**config.mk**
```make
export PLATFORM = sky130hd
export DESIGN_NAME = tdm_demux4
export DESIGN_NICKNAME = d
export VERILOG_FILES = /design/src/rtl/tdm_pkg.sv /design/src/rtl/tdm_slot_counter.sv /design/src/rtl/tdm_demux4.sv
export SDC_FILE = /design/constraint.sdc
export NUM_CORES = 1
export LEC_CHECK = 0
export BUFFER_PORTS_ARGS = -buffer_cell sky130_fd_sc_hd__buf_2
export CAP_MARGIN = 10
export CORE_UTILIZATION = 45
export DETAILED_ROUTE_END_ITERATION = 8
export GPL_TIMING_DRIVEN = 0
export HOLD_SLACK_MARGIN = 0.02
export PLACE_DENSITY = 0.68
export SYNTH_ARGS = -nofsm -noshare
export SYNTH_HDL_FRONTEND = slang
export SYNTH_SLANG_ARGS = --single-unit
```
**constraint.sdc**
```tcl
create_clock -name clk -period 1.84 [get_ports clk]
set_input_delay 0.092 -clock clk [delete_from_list [all_inputs] [get_ports clk]]
set_output_delay 0.092 -clock clk [all_outputs]
set_load 0.005 [all_outputs]
```
**src/rtl/tdm_pkg.sv**
```systemverilog
// Shared constants, state type and O-slicing helper for the TDM demultiplexer.
// Frame geometry depends on TDM_DEMUX_PARITY_EN (adds a trailing parity slot).
package tdm_pkg;

  localparam int FRAME_CH = 4;

`ifdef TDM_DEMUX_PARITY_EN
  localparam int NUM_SLOTS = FRAME_CH + 1;
  localparam int SLOT_W    = 3;
`else
  localparam int NUM_SLOTS = FRAME_CH;
  localparam int SLOT_W    = 2;
`endif

  typedef enum logic {
    HUNT   = 1'b0,
    LOCKED = 1'b1
  } state_e;

  // Base bit of channel k inside the flattened parallel output.
  function automatic int ch_slice(input int k, input int data_w);
    return k * data_w;
  endfunction

endpackage

```
**src/rtl/tdm_slot_counter.sv**
```systemverilog
// Modulo-NUM_SLOTS slot counter: load-to-1, increment with wrap, hold, last-slot flag.
// Frame length follows TDM_DEMUX_PARITY_EN through tdm_pkg.
module tdm_slot_counter
  import tdm_pkg::*;
(
  input  logic              clk,
  input  logic              rst,
  input  logic              load,
  input  logic              inc,
  output logic [SLOT_W-1:0] slot,
  output logic              last
);

  localparam logic [SLOT_W-1:0] LAST_SLOT = SLOT_W'(NUM_SLOTS - 1);

  // NOTE: sequential state is assigned with <= so every register samples the
  // pre-edge values of its inputs, independent of process ordering.
  always_ff @(posedge clk) begin
    if (rst) begin
      slot <= '0;
    end else if (load) begin
      slot <= SLOT_W'(1);
    end else if (inc) begin
      slot <= last ? '0 : slot + SLOT_W'(1);
    end
  end

  assign last = (slot == LAST_SLOT);

endmodule

```
**src/rtl/tdm_demux4.sv**
```systemverilog
// Four-channel TDM de-serialiser: frame-sync locked slot steering, staging and
// registered frame output. TDM_DEMUX_PARITY_EN adds a fifth even-parity slot.
module tdm_demux4
  import tdm_pkg::*;
#(
  parameter int DATA_W = 1,
  parameter int NUM_CH = 4
) (
  input  logic                     clk,
  input  logic                     rst,
  input  logic [DATA_W-1:0]        din,
  input  logic                     din_valid,
  input  logic                     frame_sync,
  output logic [NUM_CH*DATA_W-1:0] O,
  output logic                     frame_valid,
  output logic [SLOT_W-1:0]        S,
  output logic                     locked,
  output logic                     sync_err,
  output logic                     parity_err
);

  state_e                     state;
  state_e                     state_next;
  logic [SLOT_W-1:0]          slot;
  logic                       last;
  logic                       cnt_load;
  logic                       cnt_inc;
  logic                       complete;
  logic                       sync_err_d;
  logic                       parity_ok;
  logic                       parity_err_q;
  logic [DATA_W-1:0]          staging [NUM_CH];
  logic [NUM_CH*DATA_W-1:0]   frame_word;

  tdm_slot_counter u_slot_counter (
    .clk  (clk),
    .rst  (rst),
    .load (cnt_load),
    .inc  (cnt_inc),
    .slot (slot),
    .last (last)
  );

  always_ff @(posedge clk) begin
    if (rst) begin
      state <= HUNT;
    end else begin
      state <= state_next;
    end
  end

  // HUNT leaves only on a qualified sync beat; LOCKED is only left by reset.
  always_comb begin
    state_next = state;
    case (state)
      HUNT:    if (din_valid && frame_sync) state_next = LOCKED;
      LOCKED:  state_next = LOCKED;
      default: state_next = HUNT;
    endcase
  end

  // NOTE: every signal driven here gets a default first, so no path can
  // leave it unassigned and infer a latch.
  always_comb begin
    cnt_load   = 1'b0;
    cnt_inc    = 1'b0;
    complete   = 1'b0;
    sync_err_d = 1'b0;
    if (din_valid) begin
      if (state == HUNT) begin
        cnt_load = frame_sync;
      end else if (frame_sync && (slot != '0)) begin
        // Misplaced marker: drop the partial frame and restart on this beat.
        cnt_load   = 1'b1;
        sync_err_d = 1'b1;
      end else begin
        cnt_inc  = 1'b1;
        complete = last;
      end
    end
  end

  assign locked = (state == LOCKED);
  assign S      = slot;

  // NOTE: the staging array is small and is reset so a partial frame never
  // leaks stale data; larger storage would normally be left unreset.
  always_ff @(posedge clk) begin
    if (rst) begin
      for (int k = 0; k < NUM_CH; k++) staging[k] <= '0;
    end else if (cnt_load) begin
      staging[0] <= din;
    end else if (cnt_inc) begin
      for (int k = 0; k < NUM_CH; k++) begin
        if (slot == SLOT_W'(k)) staging[k] <= din;
      end
    end
  end

  always_comb begin
    frame_word = '0;
    for (int k = 0; k < NUM_CH; k++) begin
      frame_word[ch_slice(k, DATA_W) +: DATA_W] = staging[k];
    end
`ifndef TDM_DEMUX_PARITY_EN
    // The last data beat bypasses staging so O is ready one cycle later.
    frame_word[ch_slice(NUM_CH - 1, DATA_W) +: DATA_W] = din;
`endif
  end

`ifdef TDM_DEMUX_PARITY_EN
  // Parity beat carries the even parity of all data bits in its LSB.
  assign parity_ok  = ((^frame_word) == din[0]);
  assign parity_err = parity_err_q;
`else
  assign parity_ok  = 1'b1;
  assign parity_err = 1'b0;
`endif

  always_ff @(posedge clk) begin
    if (rst) begin
      O            <= '0;
      frame_valid  <= 1'b0;
      sync_err     <= 1'b0;
      parity_err_q <= 1'b0;
    end else begin
      frame_valid  <= complete && parity_ok;
      sync_err     <= sync_err_d;
      parity_err_q <= complete && !parity_ok;
      if (complete && parity_ok) O <= frame_word;
    end
  end

endmodule
```
Word-level counts from Yosys, hierarchy flattened --
Memory sizes are Yosys's and may differ from the RTL's. A register that Yosys moved wholly into a read port is not among the register bits. Index checks and enable logic that the tools add are counted. W data, S select, Z words.
Word-level totals: flip-flop bits (word level) 9, RAM bits 4, bits of input ports 5, output and inout port bits 10, logic and storage cells 69, memories kept 1
Memory list:
- staging | words 4, width 1, rd ports 3, clocked after Yosys merged registers in 3, wr ports 4, RTL line tdm_demux4.sv:32 | logic [DATA_W-1:0] staging [NUM_CH];
Cells by class: $add $sub $neg 1, equal/unequal tests 3, muxes and demuxes 44, bitwise logic cells 7, reduce and logical (&&, ||, !) cells 7
Operator list (number):
- $mux W1 | 42
- $or A1 B1 Y1 | 5
- $eq A2 B2 Y1 const B | 2
- $reduce_bool A2 Y1 | 2
- $reduce_or A3 Y1 | 1
- $add A2 B1 Y2 const B | 1
- $eq A2 B1 Y1 const B | 1
- $logic_and A1 B1 Y1 | 2
- $logic_not A2 Y1 | 1
- $mux W2 | 1
- $not A1 Y1 | 2
- $pmux W1 S2 | 1
- $reduce_or A2 Y1 | 1

Depth between registers and ports, before layout --
Gate-level depths: netlist (run 1).
depth after elaboration 10, mapped depth 5, mapped depth without buffers 5

Modules after synthesis --
A second synthesis (run 1) with hierarchy kept.
Unflattened totals: cells, all modules 57, area total of the unflattened synthesis 569.3 µm²
By module, submodules not included:
- tdm_demux4 | times used 1, cells an instance 48, area an instance 476.7 µm², sequential area each 230.2 µm²
- tdm_slot_counter | times used 1, cells an instance 9, area an instance 92.6 µm², sequential area each 40.0 µm²

Worst setup path after synthesis (run 1) --
OpenSTA, ideal clock, no wires.
path kind flip-flop to flip-flop, start reg u_slot_counter.slot[0], end mem staging[1][0] (netlist: staging[0][1]), enable pin, library setup time 0.241 ns, arrival 1.175 ns, data required time 1.599 ns, slack 0.424 ns, cell stages (with the launch flop) 6, path buffers 0, period minus slack after synthesis 1.416 ns, cells stage by stage dfxtp_1 inv_1 ha_1 and2b_2 nor2_2 a21o_2
RTL lines:
- from (decl) | RTL line tdm_slot_counter.sv:10 | output logic [SLOT_W-1:0] slot,
- from (signal assigned) | RTL line tdm_slot_counter.sv:24 | slot <= last ? '0 : slot + SLOT_W'(1);
- to (decl) | RTL line tdm_demux4.sv:32

==> results of run 1 <==
## tightest hold or removal path: stages
cell and delay, ns:
buf_2 0.10, nand2b_1 0.08, mux2i_1 0.07
## final timing paths
check	from	to	slack, ns	cells after the start
max	u_slot_counter.slot[0]$_SDFFE_PP0P_	staging[0][1]$_SDFFCE_PN0P_	0.32	5
min	din	O[3]$_SDFFE_PP0P_	0.11	3
max reg2reg	u_slot_counter.slot[0]$_SDFFE_PP0P_	staging[0][1]$_SDFFCE_PN0P_	0.32	5
min reg2reg	O[1]$_SDFFE_PP0P_	O[1]$_SDFFE_PP0P_	0.47	2
## synth_stat cells (all sizes together)
master	n	area [um2]
dfxtp	9	180
a21oi	6	30.0
ha	4	50.1
nand2b	4	25.0
nor2	4	17.5
edfxtp	3	90.1
inv	3	11.3
nand2	3	11.3
nand4	3	18.8
o31ai	3	22.5
a21o	2	17.5
and2	2	15.0
and3	2	12.5
nand3	2	15.0
and2b	1	8.76
buf	1	7.51
clkbuf	1	3.75
conb	1	3.75
mux2i	1	10.0
nand4bb	1	11.3
nor2b	1	6.26
nor3	1	5.00
o211ai	1	7.51
o21a	1	7.51
o21ai	1	5.00
## through the flow
stage / hold WS, ns / utilization [%] / area, um2 / setup slack [ns]
after floorplan: 0.233 / - / 593 / 0.424
after global placement: 0.387 / 57.7 / 676 / 0.348
after detailed placement: 0.400 / 57.7 / 676 / 0.340
after CTS: 0.108 / 59.9 / 702 / 0.323
after global routing: 0.129 / 59.9 / 702 / 0.244
final: 0.111 / 59.9 / 702 / 0.315
## per-layer routing
metal	wire [um]	GRT usage, %	vias up
met3	90	8.72	2
met5	0	0	-
li1	-	-	250
met4	4	8.04	0
met1	495	21.7	220
met2	508	27.5	21
## power by group
group | leakage [nW] | internal [mW] | switching [mW] | total, mW
Sequential | 0.104 | 0.277 | 0.00646 | 0.284
Combinational | 0.195 | 0.0244 | 0.0314 | 0.0558
Clock | 0.0150 | 0.0841 | 0.0903 | 0.174
## cell families after synthesis
group / after synthesis / synth area share (%)
AOI/OAI and AO/OA: 14 / 15.2
adders and majority gates: 4 / 8.44
buffers and inverters: 5 / 3.80
DFF: 12 / 45.6
muxes: 1 / 1.69
other: 1 / 0.632
and+or+nand+nor: 24 / 24.7
## flip-flops by register name, indices dropped and copies added, names as in the netlist
signal               cells
O                        4
frame_valid              1
locked                   1
staging                  3
sync_err                 1
u_slot_counter.slot      2
## cell type report
class                           count  area share (%)
Clock buffer                        4            3.74
Buffer                              2            1.60
Sequential cell                    12            38.5
Inverter                            3            1.60
Multi-Input combinational cell     44            42.8
Timing Repair Buffer               13            9.27
Tap cell                           14            2.50
==> impl_metrics.ini, run 1 <==
[power]
total_power_mw = 0.514
p_per_area_nw_per_um2 = 732
leakagePower_nw = 0.314
ir_worst_vdd_v = 0.000495

[place]
dp_cells = 88
port_buffers = 13
hpwlAfterDp_um = 747
place.gp.congestion = 0.711

[min_path]
min_path_type = in -> reg

[global_routing]
grt_max_degree = 11
grtUsageTotal_pct = 18.2
grt.overflow.total = 0
grt_pass1_wl_um = 1750
antenna_found_initial = 0
grt_pass1_vias = 412

[setup_path]
crit_fanout = 6
crit_slowest_cell = dfxtp_1
critPathKind = reg -> reg
required_ns = 1.89
crit_arrival_ns = 1.58
cp_top_family = flip-flops
cp_cell_sequence = inv_1 -> ha_1 -> and2b_2 -> nor2_2 -> a21o_2
worstSetupEndpointType = flip-flop
critPathBufInv = 1
crit_path_start_kind = flip-flop
cpPeakStageDelay_ns = 0.42

[floorplanning]
coreArea_um2 = 1170
fp.dieH_um = 38.3
io_pins = 15
start_util_pct = 50.6
fp.dieW_um = 38.3
std_cell_rows = 12
dieArea_um2 = 1470

[routing]
drc = 0
post_drt_via_cell_ratio = 5.36
wl_per_cell_um = 11.9
drtAntennaViolNets = 0
finalWirelength_um = 1100
first_pass_iters = 4
drtIter0Drc = 17
vias = 493

[timing]
hold_viol = 0
maxSlewViolCount = 0
rsz0062_at_grt = false
clock-skew-final_ns = 0.00626
finalSetupViolations = 0
fin_crit_sh_pct = 82.9
timing.fmax_mhz = 656
tns_ns = 0
finalCriticalPeriod_ns = 1.52

[synthesis]
yosysWarnings = 0
syn_avg_cell_area_um2 = 9.72
syn_nets = 70
yosysSeqAreaShare_pct = 45.6
netlist_instances = 61
synthDistinctLibCells = 28
syn_area_um2 = 593
ys_ff_latch = 12

[cts]
clkSlewWorstSetupHoldPaths_ns = 0.08
cts_tree = built
htreeDepth = 1
clk_latency_ns = 0.28
postCtsSetupBuffers = 0
ctsHoldBuffers = 0
root_buffer = clkbuf_4
clockBufferDepth = 2
numCtsBuffers = 3
clock-sinks = 12
cts_resized = 0

[finish]
drive_gt1_share_pct = 29.5
layout.cells.non_filler = 92
seq_area_um2 = 270
multiInputGateArea_um2 = 300
n_antenna_cell = 0
mostFrequentLayoutCells = buf_2, dfxtp_1, a21oi_1
layout_commonest_cell = buf_2
areaGrowthSynthToFinish_pct = 18.4
fin_nets = 88
nFillCells = 105

[outcome]
status = finished clean

[flow_run]
maxCapViolCount = 0
No activity file was read; power rests on OpenSTA's default activity.
==> run 2, diff against run 1 <==
--- a/config.mk
+++ b/config.mk
@@ -5,13 +5,14 @@
 export SDC_FILE = /design/constraint.sdc
 export NUM_CORES = 1
 export LEC_CHECK = 0
+export ABC_AREA = 1
 export BUFFER_PORTS_ARGS = -buffer_cell sky130_fd_sc_hd__buf_2
 export CAP_MARGIN = 10
-export CORE_UTILIZATION = 45
+export CORE_UTILIZATION = 43
 export DETAILED_ROUTE_END_ITERATION = 8
 export GPL_TIMING_DRIVEN = 0
 export HOLD_SLACK_MARGIN = 0.02
-export PLACE_DENSITY = 0.68
+export PLACE_DENSITY = 0.69
 export SYNTH_ARGS = -nofsm -noshare
 export SYNTH_HDL_FRONTEND = slang
 export SYNTH_SLANG_ARGS = --single-unit
==> constraint.sdc (replaced) <==
create_clock -name clk -period 1.3 [get_ports clk]
set_input_delay 0.065 -clock clk [delete_from_list [all_inputs] [get_ports clk]]
set_output_delay 0.065 -clock clk [all_outputs]
set_load 0.005 [all_outputs]
==> impl_metrics.ini, run 2 <==
[timing]
maxSlewViolCount = 0
timing.fmax_mhz = 794
clock-skew-final_ns = 0.0101
tns_ns = 0
hold_viol = 0
fin_crit_sh_pct = 96.8
finalCriticalPeriod_ns = 1.26
finalSetupViolations = 0

[global_routing]
antenna_found_initial = 0
grtUsageTotal_pct = 18.2
grt_max_degree = 11
grt_pass1_vias = 425
grt.overflow.total = 0
grt_pass1_wl_um = 1780

[finish]
layout.cells.non_filler = 111
reg_top3 = O x4, staging x3, u_slot_counter.slot x2
areaGrowthSynthToFinish_pct = 32.8
layout_commonest_cell = nand2_1
seq_area_um2 = 275
nFillCells = 98
fin_nets = 107
top_register = O
multiInputGateArea_um2 = 278
mostFrequentLayoutCells = nand2_1, nor2_1, buf_2
n_antenna_cell = 0
largest_register_ff_count = 4
post-route-util_pct = 65.3
drive_gt1_share_pct = 36.1

[place]
dp_cells = 101
place.gp.congestion = 0.776
port_buffers = 13
hpwlAfterDp_um = 734

[synthesis]
synthDistinctLibCells = 16
yosysMostFrequentCell = nand2_1
netlist_instances = 74
yosysTopAreaCellShare_pct = 31.3
yosysWarnings = 0
ys_ff_latch = 12
ys.flop_type = dfxtp_1
synth_area_leaders = dfxtp_1, edfxtp_1, nand2_1
synthTopCellsByCount = nand2_1, nor2_1, dfxtp_1, inv_1
syn_nets = 83
yosysSeqAreaShare_pct = 47.0
synth_top_area_cell = dfxtp_1
syn_avg_cell_area_um2 = 7.78
syn_area_um2 = 576
async_flop_share_pct = 0
synth_edf_count = 3

[setup_path]
ff2ff_path_depth = 8
r2r-end = staging[0][2]$_SDFFCE_PN0P_
crit_arrival_ns = 1.27
crit_path_start = u_slot_counter.slot[0]$_SDFFE_PP0P_
crit_path_start_kind = flip-flop
crit_fanout = 6
required_ns = 1.31
r2r-start = u_slot_counter.slot[0]$_SDFFE_PP0P_
critPathKind = reg -> reg
worstSetupEndpointType = flip-flop
reg2reg_slack_ns = 0.04

[floorplanning]
io_pins = 15
fp.dieW_um = 38.6
start_util_pct = 49.1
coreArea_um2 = 1170
std_cell_rows = 12
dieArea_um2 = 1490
fp.dieH_um = 38.6

[power]
ir_worst_vdd_v = 0.000668
leakagePower_nw = 0.401
total_power_mw = 0.799
p_per_area_nw_per_um2 = 1050

[routing]
drc = 0
wl_per_cell_um = 10.9
post_drt_via_cell_ratio = 4.77
first_pass_iters = 4
drtIter0Drc = 23
drtAntennaViolNets = 0
finalWirelength_um = 1210
vias = 529

[min_path]
worstHoldStart = din
hold_depth = 3
hold_end = O[3]$_SDFFE_PP0P_
min_path_type = in -> reg

[cts]
clock-sinks = 12
clockBufferDepth = 2
clk_latency_ns = 0.28
htreeDepth = 1
numCtsBuffers = 3
clkSlewWorstSetupHoldPaths_ns = 0.08
root_buffer = clkbuf_4
cts_tree = built

[flow_run]
maxCapViolCount = 0

[outcome]
status = finished clean
run 2: cell types whose count changed after synthesis, moves of 3 or more:
| cell | previous run | this run |
|---|---|---|
| nand4_1 | 3 | 0 |
| a21oi_1 | 6 | 2 |
| nand2b_1 | 4 | 0 |
| nor2_1 | 3 | 13 |
| inv_1 | 3 | 8 |
| nand3_1 | 1 | 4 |
| nand2_1 | 3 | 21 |
| o31ai_1 | 3 | 0 |
run 2: routing by layer:
metal  vias up  GRT usage (%)  share of wire [%]
li1        271              -                  -
met1       224           23.3                 41
met2        30           27.1                 47
met3         4           3.47                8.7
met4         0           12.9                3.2
met5         -              0                  0
run 2: cell families after synthesis:
group / Yosys count / share of synthesized area, %
simple gates: 42 / 31.7
buf+inv: 12 / 8.70
other cells: 1 / 0.652
fa+ha+maj: 4 / 8.70
compound gates: 3 / 3.26
flops: 12 / 47.0
run 2: area by class of cell:
| cell class | count | share of cell area (%) |
|---|---|---|
| buffer | 1 | 0.982 |
| clock buffer | 4 | 4.75 |
| inverter | 11 | 5.89 |
| multi-input combinational | 51 | 36.3 |
| sequential | 12 | 36.0 |
| tap | 14 | 2.29 |
| timing repair buffer | 18 | 13.7 |
run 2: worst max-delay path by stage:
stage	endpoint	slack, ns	cells after the start
2_1_floorplan	staging[0][1]$_SDFFCE_PN0P_	0.03	8
3_3_place_gp	staging[0][2]$_SDFFCE_PN0P_	-0.03	8
3_5_place_dp	staging[0][2]$_SDFFCE_PN0P_	-0.08	8
4_1_cts	staging[0][2]$_SDFFCE_PN0P_	0.003	8
5_1_grt	staging[0][2]$_SDFFCE_PN0P_	-0.0007	8
6_report	staging[0][2]$_SDFFCE_PN0P_	0.04	8
run 2: worst max-delay path: stages, from the launching register on:
cell	delay [ns]
dfxtp_4	0.37
inv_4	0.07
ha_4	0.14
inv_1	0.05
nand2_2	0.10
nand2_2	0.08
inv_2	0.07
nand2_1	0.06
nand2_1	0.07
run 2: power breakdown:
group | total, mW | leakage [nW] | switching [mW] | internal [mW]
Sequential | 0.403 | 0.105 | 0.00991 | 0.393
Combinational | 0.0945 | 0.274 | 0.0528 | 0.0417
Clock | 0.302 | 0.0210 | 0.132 | 0.170
run 2: repair_timing:
item | in CTS | in global routing
cloned | 0 | 1
hold buffers | 1 | 0
gates resized for setup | 4 | 3
hold endpoints to repair | 3 | 0
setup endpoints to repair | 5 | 6
setup buffers | 3 | 1
pin swaps | 2 | 2
run 2: through the flow:
step / worst slack (ns) / instance area (um2) / hold slack [ns]
2_1_floorplan: 0.0292 / 577 / 0.137
3_5_place_dp: -0.0768 / 659 / 0.284
3_3_place_gp: -0.0335 / 659 / 0.289
6_report: 0.0410 / 764 / 0.0256
5_1_grt: -0.000689 / 764 / 0.0264
4_1_cts: 0.00301 / 734 / 0.0268
==> run 3, diff against run 2 <==
--- a/config.mk
+++ b/config.mk
@@ -13,6 +13,7 @@
 export GPL_TIMING_DRIVEN = 0
 export HOLD_SLACK_MARGIN = 0.02
 export PLACE_DENSITY = 0.69
+export REMOVE_ABC_BUFFERS = 1
 export SYNTH_ARGS = -nofsm -noshare
 export SYNTH_HDL_FRONTEND = slang
 export SYNTH_SLANG_ARGS = --single-unit
==> impl_metrics.ini, run 3 (synthesized netlist as in run 2, its figures left out) <==
[power]
switchingPower_mw = 0.184
seqPwrFrac_pct = 50.6
combPwrFrac_pct = 11.9
clkPwrFrac_pct = 37.5
p_per_area_nw_per_um2 = 1040
leakagePower_nw = 0.402
ir_worst_vdd_v = 0.000827
cell_internal_pwr_mw = 0.604
switching_share_pct = 23.4

[outcome]
status = finished clean

[setup_path]
reg2reg_slack_ns = 0.05
ff2ff_path_depth = 8
critPathKind = reg -> reg
worstSetupEndpointType = flip-flop
required_ns = 1.30
crit_arrival_ns = 1.25
r2r-end = staging[0][1]$_SDFFCE_PN0P_
crit_path_start_kind = flip-flop
r2r-start = u_slot_counter.slot[0]$_SDFFE_PP0P_
crit_fanout = 3

[floorplanning]
start_util_pct = 49.1
fp.dieW_um = 38.6
dieArea_um2 = 1490
coreArea_um2 = 1170
io_pins = 15
fp.dieH_um = 38.6
std_cell_rows = 12

[routing]
vias = 516
met1_length_um = 436
wl_per_cell_um = 9.63
wl_met2_um = 514
drtIter0Drc = 29
drc = 0
wl_met3_um = 102
drtAntennaViolNets = 0
first_pass_iters = 4
finalWirelength_um = 1060
dr.max_layer_used = met4
post_drt_via_cell_ratio = 4.69

[finish]
post-route-util_pct = 64.6
seq_area_um2 = 275
top_register = O
multiInputGateArea_um2 = 270
fin_nets = 106
mostFrequentLayoutCells = nand2_1, nor2_1, buf_2
finalInstanceArea_um2 = 757
nFillCells = 103
layout_commonest_cell = nand2_1
largest_register_ff_count = 4
reg_top3 = O x4, staging x3, u_slot_counter.slot x2
drive_gt1_share_pct = 36.5
areaGrowthSynthToFinish_pct = 31.5
n_antenna_cell = 0

[global_routing]
antenna_found_initial = 0
grt_pass1_vias = 409
grt_max_degree = 11
grt.overflow.total = 0
grt_pass1_wl_um = 1610
grtUsageTotal_pct = 17.2

[timing]
finalSetupViolations = 0
rsz0062_at_grt = true
tns_ns = 0
hold_viol = 0
timing.fmax_mhz = 802
layout_setup_ws_ns = 0.0530
maxSlewViolCount = 0
fin_crit_sh_pct = 95.9
finalCriticalPeriod_ns = 1.25
clock-skew-final_ns = 0.00696

[min_path]
hold_end = O[3]$_SDFFE_PP0P_
worstHoldStart = din
min_path_type = in -> reg
hold_depth = 3

[place]
port_buffers = 13
placed_cell_area_um2 = 651
dp_slack_ns = -0.129
place.gp.congestion = 0.791
hpwlAfterDp_um = 648

[cts]
cts_tree = built
root_buffer = clkbuf_4
numCtsBuffers = 3
clkSlewWorstSetupHoldPaths_ns = 0.08
clockBufferDepth = 2
clk_latency_ns = 0.27
htreeDepth = 1
clock-sinks = 12

[flow_run]
maxCapViolCount = 0
run 3: power by group through the flow:
stage / Sequential, mW / Combinational [mW] / Clock (mW)
after floorplan: 0.409 / 0.0435 / 0
after global placement: 0.409 / 0.0652 / 0
after detailed placement: 0.410 / 0.0665 / 0
after CTS: 0.398 / 0.0846 / 0.307
after global routing: 0.401 / 0.105 / 0.331
final: 0.400 / 0.0939 / 0.296
run 3: how the worst max path moves through the flow:
stage,from,end,slack [ns],cells past startpoint
floorplan,u_slot_counter.slot[0]$_SDFFE_PP0P_,staging[0][1]$_SDFFCE_PN0P_,-0.02,8
detailed placement,u_slot_counter.slot[0]$_SDFFE_PP0P_,staging[0][2]$_SDFFCE_PN0P_,-0.13,8
finish,u_slot_counter.slot[0]$_SDFFE_PP0P_,staging[0][1]$_SDFFCE_PN0P_,0.05,8
global placement,u_slot_counter.slot[0]$_SDFFE_PP0P_,staging[0][2]$_SDFFCE_PN0P_,-0.09,8
global route,u_slot_counter.slot[0]$_SDFFE_PP0P_,staging[0][1]$_SDFFCE_PN0P_,-0.02,8
CTS,u_slot_counter.slot[1]$_SDFFE_PP0P_,staging[0][2]$_SDFFCE_PN0P_,0.02,8
run 3: repair_timing:
item | in CTS | in global routing
hold endpoints to repair | 3 | 0
hold buffers | 1 | 0
cloned | 0 | 0
gates resized for setup | 5 | 4
pin swaps | 2 | 2
buffers inserted | 4 | 1
setup endpoints to repair | 11 | 7
run 3: through the flow:
step | std cells | power [mW] | hold slack (ns)
6_report | 110 | 0.789 | 0.0593
4_1_cts | 109 | 0.789 | 0.0485
3_5_place_dp | 100 | 0.476 | 0.285
2_1_floorplan | 73 | 0.453 | 0.137
3_3_place_gp | 100 | 0.474 | 0.289
5_1_grt | 110 | 0.837 | 0.0527
run 3: area by class of cell:
| class | count | area share (%) |
|---|---|---|
| timing repair buffer | 19 | 14.9 |
| clock buffer | 4 | 4.79 |
| sequential | 12 | 36.4 |
| multi-input combinational | 50 | 35.7 |
| inverter | 11 | 5.95 |
| tap | 14 | 2.31 |
run 3: metal layers:
metal  track usage, %  vias to the layer above
li1                 -                      272
met1             16.6                      216
met2             27.9                       26
met3             12.1                        2
met4             6.90                        0
met5                0                        -
run 3: critical path: stages (launching register included):
cell,delay [ns]
dfxtp_4,0.36
inv_4,0.06
ha_4,0.13
inv_1,0.04
nand2_2,0.08
nand2_2,0.08
inv_2,0.08
nand2_1,0.07
nand2_1,0.07
